<file path="config.mk">
export PLATFORM = sky130hd
export DESIGN_NAME = muldiv_unit
export DESIGN_NICKNAME = d
export VERILOG_FILES = /design/src/rtl/muldiv_unit.sv
export SDC_FILE = /design/constraint.sdc
export NUM_CORES = 1
export LEC_CHECK = 0
export CORE_AREA = 2 2 163 165
export DETAILED_ROUTE_END_ITERATION = 8
export DIE_AREA = 0 0 165 167
export DONT_BUFFER_PORTS = 1
export PLACE_DENSITY = 0.74
export SYNTH_ARGS = -nofsm -noshare
export SYNTH_HDL_FRONTEND = slang
export SYNTH_SLANG_ARGS = --single-unit
</file>
<file path="constraint.sdc">
create_clock -name clk -period 7.4 [get_ports clk]
set_input_delay 1.48 -clock clk [delete_from_list [all_inputs] [get_ports clk]]
set_output_delay 1.48 -clock clk [all_outputs]
set_load 0.005 [all_outputs]
</file>
<file path="src/rtl/muldiv_unit.sv">
// muldiv_unit: iterative multiply/divide responder.
// Signed multiply uses radix-2 Booth; unsigned divide uses restoring division.
// Both take exactly WIDTH iteration cycles. The result is returned on hi/lo
// together with a one-cycle done pulse.
module muldiv_unit #(
   parameter int WIDTH = 32
) (
   input  logic             clk,
   input  logic             reset_n,
   input  logic             start,
   input  logic             op,
   input  logic [WIDTH-1:0] a,
   input  logic [WIDTH-1:0] b,
   output logic             busy,
   output logic             done,
   output logic [WIDTH-1:0] lo,
   output logic [WIDTH-1:0] hi,
   output logic             div_by_zero
);

   localparam int CNT_W = $clog2(WIDTH);
   localparam logic [CNT_W-1:0] LAST_ITER = CNT_W'(WIDTH - 1);

   typedef enum logic [1:0] {
      S_IDLE,
      S_MUL,
      S_DIV,
      S_DONE
   } state_t;

   state_t                  state_q;
   logic [CNT_W-1:0]        cnt_q;
   logic signed [WIDTH-1:0] a_q;
   logic [WIDTH-1:0]        b_q;
   // Upper accumulator: Booth partial product (one guard bit so that
   // subtracting the most negative multiplicand cannot overflow) or
   // restoring-division remainder.
   logic signed [WIDTH:0]   acc_hi_q;
   // Lower accumulator: Booth multiplier bits or division quotient bits.
   logic [WIDTH-1:0]        acc_lo_q;
   logic                    qm1_q;
   logic                    busy_q;
   logic                    done_q;
   logic [WIDTH-1:0]        hi_q;
   logic [WIDTH-1:0]        lo_q;
   logic                    dbz_q;

   logic signed [WIDTH:0]   a_ext;
   logic signed [WIDTH:0]   booth_sum;
   logic signed [WIDTH:0]   mul_hi_d;
   logic [WIDTH-1:0]        mul_lo_d;
   logic                    mul_qm1_d;

   logic [WIDTH:0]          rem_sh;
   logic [WIDTH+1:0]        trial;
   logic signed [WIDTH:0]   div_hi_d;
   logic [WIDTH-1:0]        div_lo_d;
   logic                    quo_bit;

   // One Booth step: conditional add/subtract of the multiplicand, then an
   // arithmetic shift of the whole {P_hi, P_lo, q_-1} accumulator.
   always_comb begin
      a_ext     = {a_q[WIDTH-1], a_q};
      booth_sum = acc_hi_q;
      case ({acc_lo_q[0], qm1_q})
         2'b10:   booth_sum = acc_hi_q - a_ext;
         2'b01:   booth_sum = acc_hi_q + a_ext;
         default: booth_sum = acc_hi_q;
      endcase
      mul_hi_d  = booth_sum >>> 1;
      mul_lo_d  = {booth_sum[0], acc_lo_q[WIDTH-1:1]};
      mul_qm1_d = acc_lo_q[0];
   end

   // One restoring-division step: shift {R,Q} left, trial-subtract the
   // divisor, keep the difference only when it is non-negative.
   always_comb begin
      rem_sh = {acc_hi_q[WIDTH-1:0], acc_lo_q[WIDTH-1]};
      trial  = {1'b0, rem_sh} - {2'b00, b_q};
      if (!trial[WIDTH+1]) begin
         div_hi_d = trial[WIDTH:0];
         quo_bit  = 1'b1;
      end else begin
         div_hi_d = rem_sh;
         quo_bit  = 1'b0;
      end
      div_lo_d = {acc_lo_q[WIDTH-2:0], quo_bit};
   end

   // Control FSM with registered outputs; also advances the shared datapath.
   always_ff @(posedge clk) begin
      if (!reset_n) begin
         state_q  <= S_IDLE;
         cnt_q    <= '0;
         a_q      <= '0;
         b_q      <= '0;
         acc_hi_q <= '0;
         acc_lo_q <= '0;
         qm1_q    <= 1'b0;
         busy_q   <= 1'b0;
         done_q   <= 1'b0;
         hi_q     <= '0;
         lo_q     <= '0;
         dbz_q    <= 1'b0;
      end else begin
         case (state_q)
            S_IDLE, S_DONE: begin
               done_q <= 1'b0;
               if (start) begin
                  a_q      <= a;
                  b_q      <= b;
                  cnt_q    <= '0;
                  acc_hi_q <= '0;
                  // Booth starts from the multiplier, division from the dividend.
                  acc_lo_q <= op ? a : b;
                  qm1_q    <= 1'b0;
                  busy_q   <= 1'b1;
                  state_q  <= op ? S_DIV : S_MUL;
               end else begin
                  state_q <= S_IDLE;
               end
            end
            S_MUL: begin
               acc_hi_q <= mul_hi_d;
               acc_lo_q <= mul_lo_d;
               qm1_q    <= mul_qm1_d;
               cnt_q    <= cnt_q + 1'b1;
               if (cnt_q == LAST_ITER) begin
                  hi_q    <= mul_hi_d[WIDTH-1:0];
                  lo_q    <= mul_lo_d;
                  dbz_q   <= 1'b0;
                  busy_q  <= 1'b0;
                  done_q  <= 1'b1;
                  state_q <= S_DONE;
               end
            end
            S_DIV: begin
               acc_hi_q <= div_hi_d;
               acc_lo_q <= div_lo_d;
               cnt_q    <= cnt_q + 1'b1;
               if (cnt_q == LAST_ITER) begin
                  // A zero divisor falls out naturally as Q=all ones, R=a.
                  hi_q    <= div_hi_d[WIDTH-1:0];
                  lo_q    <= div_lo_d;
                  dbz_q   <= (b_q == '0);
                  busy_q  <= 1'b0;
                  done_q  <= 1'b1;
                  state_q <= S_DONE;
               end
            end
            default: begin
               state_q <= S_IDLE;
               busy_q  <= 1'b0;
               done_q  <= 1'b0;
            end
         endcase
      end
   end

   assign busy        = busy_q;
   assign done        = done_q;
   assign hi          = hi_q;
   assign lo          = lo_q;
   assign div_by_zero = dbz_q;

endmodule

</file>
==> qor.txt <==
status -> complete, no violations
Synth Area in Compound Gates -> 28.2%
first-pass detailed-route iteration total -> 9
crit-path max FO -> 9
Period minus WS final -> 4770 ps
Clock Latency Late Sink -> 530 ps
Critical R2R Capture -> acc_hi_q[32]
post-synthesis cell type count -> 78
r2r startpoint -> a_q[3]
Post-synth EDFFs -> 0
CP Data Required Time -> 7820 ps
Slew HR -> 23.8%
Via density -> 6.29
Slew @ Worst Pin -> 1140 ps
Die ar. -> 0.0276 mm²
initial antenna violation count -> 1
post-synthesis sequential area ratio -> 29.1%
# DRC -> 0
gpl congestion -> 0.949
Ports -> 135
Pint -> 3.29 mW
CTS sink cnt -> 204
P_sw -> 2.83 mW
PostCTS Resize Cnt -> 0
clock power share -> 19.8%
first-pass GRT wire length -> 68100 µm
Arr. time, crit path -> 5190 ps
CP most frequent cell -> nor2_1
Setup Buffers After CTS -> 0
fin util -> 58.0%
Worst setup EP type -> flop
syn avg cell area -> 7.89 µm²
WS Path Type -> flop to flop
CP max stage cell -> or4_1
TNS Setup -> 0 ps
share of cells above drive strength 1 -> 5.12%
Synthesized Nets -> 1920
post-route cell area -> 0.0149 mm²
GRT Total Usage -> 31.2%
core area -> 0.0258 mm²
hold slack -> 474 ps
Peak Freq -> 0.210 GHz
fin. max-slew vios -> 0
Net Sw Frac -> 46.3%
top post-synthesis cells by area -> dfxtp_1 (29%), nand2_1 (7.7%), mux2i_1 (7.0%)
RSZ-0062 raised after global routing -> no
post-synthesis xor/xnor area fraction -> 5.06%
Max Root-Sink Buffers -> 3
drt total wl -> 43500 µm
vias in the first global route -> 12400
std cell rows -> 59
# setup viols final -> 0
Worst-path clk slew -> 60 ps
Gate power share -> 56.4%
mux cell area share after synthesis -> 8.12%
worst-path cell chain -> or4_1 > nand2b_1 > nor2_1 > nand3b_1 > nor2_1 > nand2_1 > nor2_1 > a21oi_1 > xor2_1 > ha_1 > a21oi_1 > o211a_1 > o21a_1 > o311ai_0 > a211oi_1 > or3_1 > a31oi_1 > nor2_1 > a311o_1
Critical path destination -> acc_hi_q[32]
fraction of the mapped netlist area in simple logic gates -> 18.1%
detailed placement HPWL -> 31500 µm
via count -> 12900
initial core utilization -> 54.5%
flop-to-flop setup slack -> 2630 ps
clk_skew -> 17.9 ps
Max stage delay on crit path -> 600 ps
largest area contributor in the netlist -> dfxtp_1
Buf/Inv on CP -> 0
count leader, synth -> nand2_1
Top delay family on crit path -> simple AND/OR/NAND/NOR gates
WHS Path Cells -> 2
# diodes -> 0
Post-Syn Instances -> 1779
Hold WC Path Type -> flop to flop
Async S/R FF share, synth -> 0%
final hold viol count -> 0
Critical Path Stages -> 19
crit share post-route -> 64.5%
Yosys warning total -> 0
average routed wire per standard cell -> 21.2 µm
H-Tree Depth -> 1
FF+latch count, synth -> 204
drt initial violations -> 1315
cts bufs inserted -> 23
final worst setup slack -> 2630 ps
die height -> 167 µm
Post-Place Cell Area -> 0.0142 mm²
Synth-to-Final Area Change -> 6.56%
R2R depth -> 19
dpl ws -> 2700 ps
top_reg_cell synth -> dfxtp_1
antenna-violating nets left -> 0
Post-synth top cells -> nand2_1 (286), dfxtp_1 (204), o21ai_0 (125)
leakage power -> 6.25 nW
Peak supply drop -> 187 µV
Max Cap Viol -> 0
clock root buffer -> clkbuf_16
startpoint types -> flop
HP Start -> b_q[6]
post-synthesis adder-cell area fraction -> 6.62%
PwrDens -> 410 mW/mm²
gr ovfl total -> 0
CTS tree -> done
Critical Path Source -> a_q[3]
main combinational cell family by area after synthesis -> compound AO/OA/AOI/OAI gates
Reg power frac -> 23.7%
die width -> 165 µm
Post-Syn Area -> 0.0140 mm²
hold_buf cts -> 0
share of the synthesized area in the top cell type -> 29.1%
fin nets -> 1845
largest net degree at the start of global routing -> 178
IO Port Bufs -> 0
placed cells by master (no fill, tap or decap), types with 14 or more instances in the layout:
cell type  instances
a22o_1            31
mux2i_1           98
o21ai_0          125
dfxtp_1          204
a21boi_0          75
o211a_1           33
nor4_1            17
a211oi_1          19
a21o_1            29
nand3_1           40
mux2_2            14
nor3_1            21
nand2_1          285
inv_1             65
ha_1              70
a21oi_1          111
clkbuf_16         23
nor2_1            82
a22oi_1           15
and2_1            39
xor2_1            42
xnor2_1           39
area by class of cell:
| class | instances | area (µm²) |
|---|---|---|
| inverter | 66 | 248 |
| clock buffer | 33 | 653 |
| sequential | 204 | 4080 |
| clock inverter | 6 | 130 |
| tap | 335 | 419 |
| timing repair buffer | 13 | 97.6 |
| multi-input combinational | 1396 | 9320 |
| fill | 2357 | 10800 |
power by group through the flow:
stage / clock (mW) / combinational (mW) / sequential, mW
after floorplan: 0 / 2.61 / 1.39
after global placement: 0 / 3.33 / 1.46
after detailed placement: 0 / 3.37 / 1.47
after CTS: 1.22 / 3.39 / 1.44
after global routing: 1.27 / 3.78 / 1.47
final: 1.21 / 3.46 / 1.45
worst reg2reg max path, delay by kind of cell (launching register included):
family                     cells  cell delay [ps]
AOI/OAI and AO/OA              8             1540
xor gates and xnor gates       1              190
adders and majority gates      1              430
DFF                            1              360
and+or+nand+nor                9             2160
sequential cells by signal, indices dropped and copies added, names as in the netlist:
| register | cells |
|---|---|
| qm1_q | 1 |
| lo | 32 |
| hi | 32 |
| div_by_zero | 1 |
| cnt_q | 5 |
| state_q | 2 |
| busy | 1 |
| acc_hi_q | 33 |
| done | 1 |
| acc_lo_q | 32 |
| b_q | 32 |
| a_q | 32 |
metrics by stage:
step / instances / total power [mW]
4_1_cts: 2053 / 6.05
2_1_floorplan: 1779 / 4.00
3_5_place_dp: 2014 / 4.83
3_3_place_gp: 2014 / 4.79
6_report: 2053 / 6.12
5_1_grt: 2053 / 6.52
worst min path at each step:
stage | end | slack, ps
6_report | b_q[6] | 470
5_1_grt | hi[14] | 500
3_3_place_gp | b_q[6] | 450
2_1_floorplan | b_q[10] | 440
4_1_cts | b_q[6] | 470
3_5_place_dp | b_q[6] | 470
kinds of logic after synthesis:
kind of cell	Yosys count
xor+xnor	81
compound gates	572
buf+inv	179
fa+ha+maj	73
flops	204
mux	112
simple gates	558
routing by layer:
layer	wire (µm)	share of wire [%]	track usage, %
met2	18200	42	46.4
met5	0	0	0
met3	4850	11	7.25
met4	1380	3.2	10.0
met1	19100	44	44.5
Note: power is estimated with default switching activity, not from simulation.
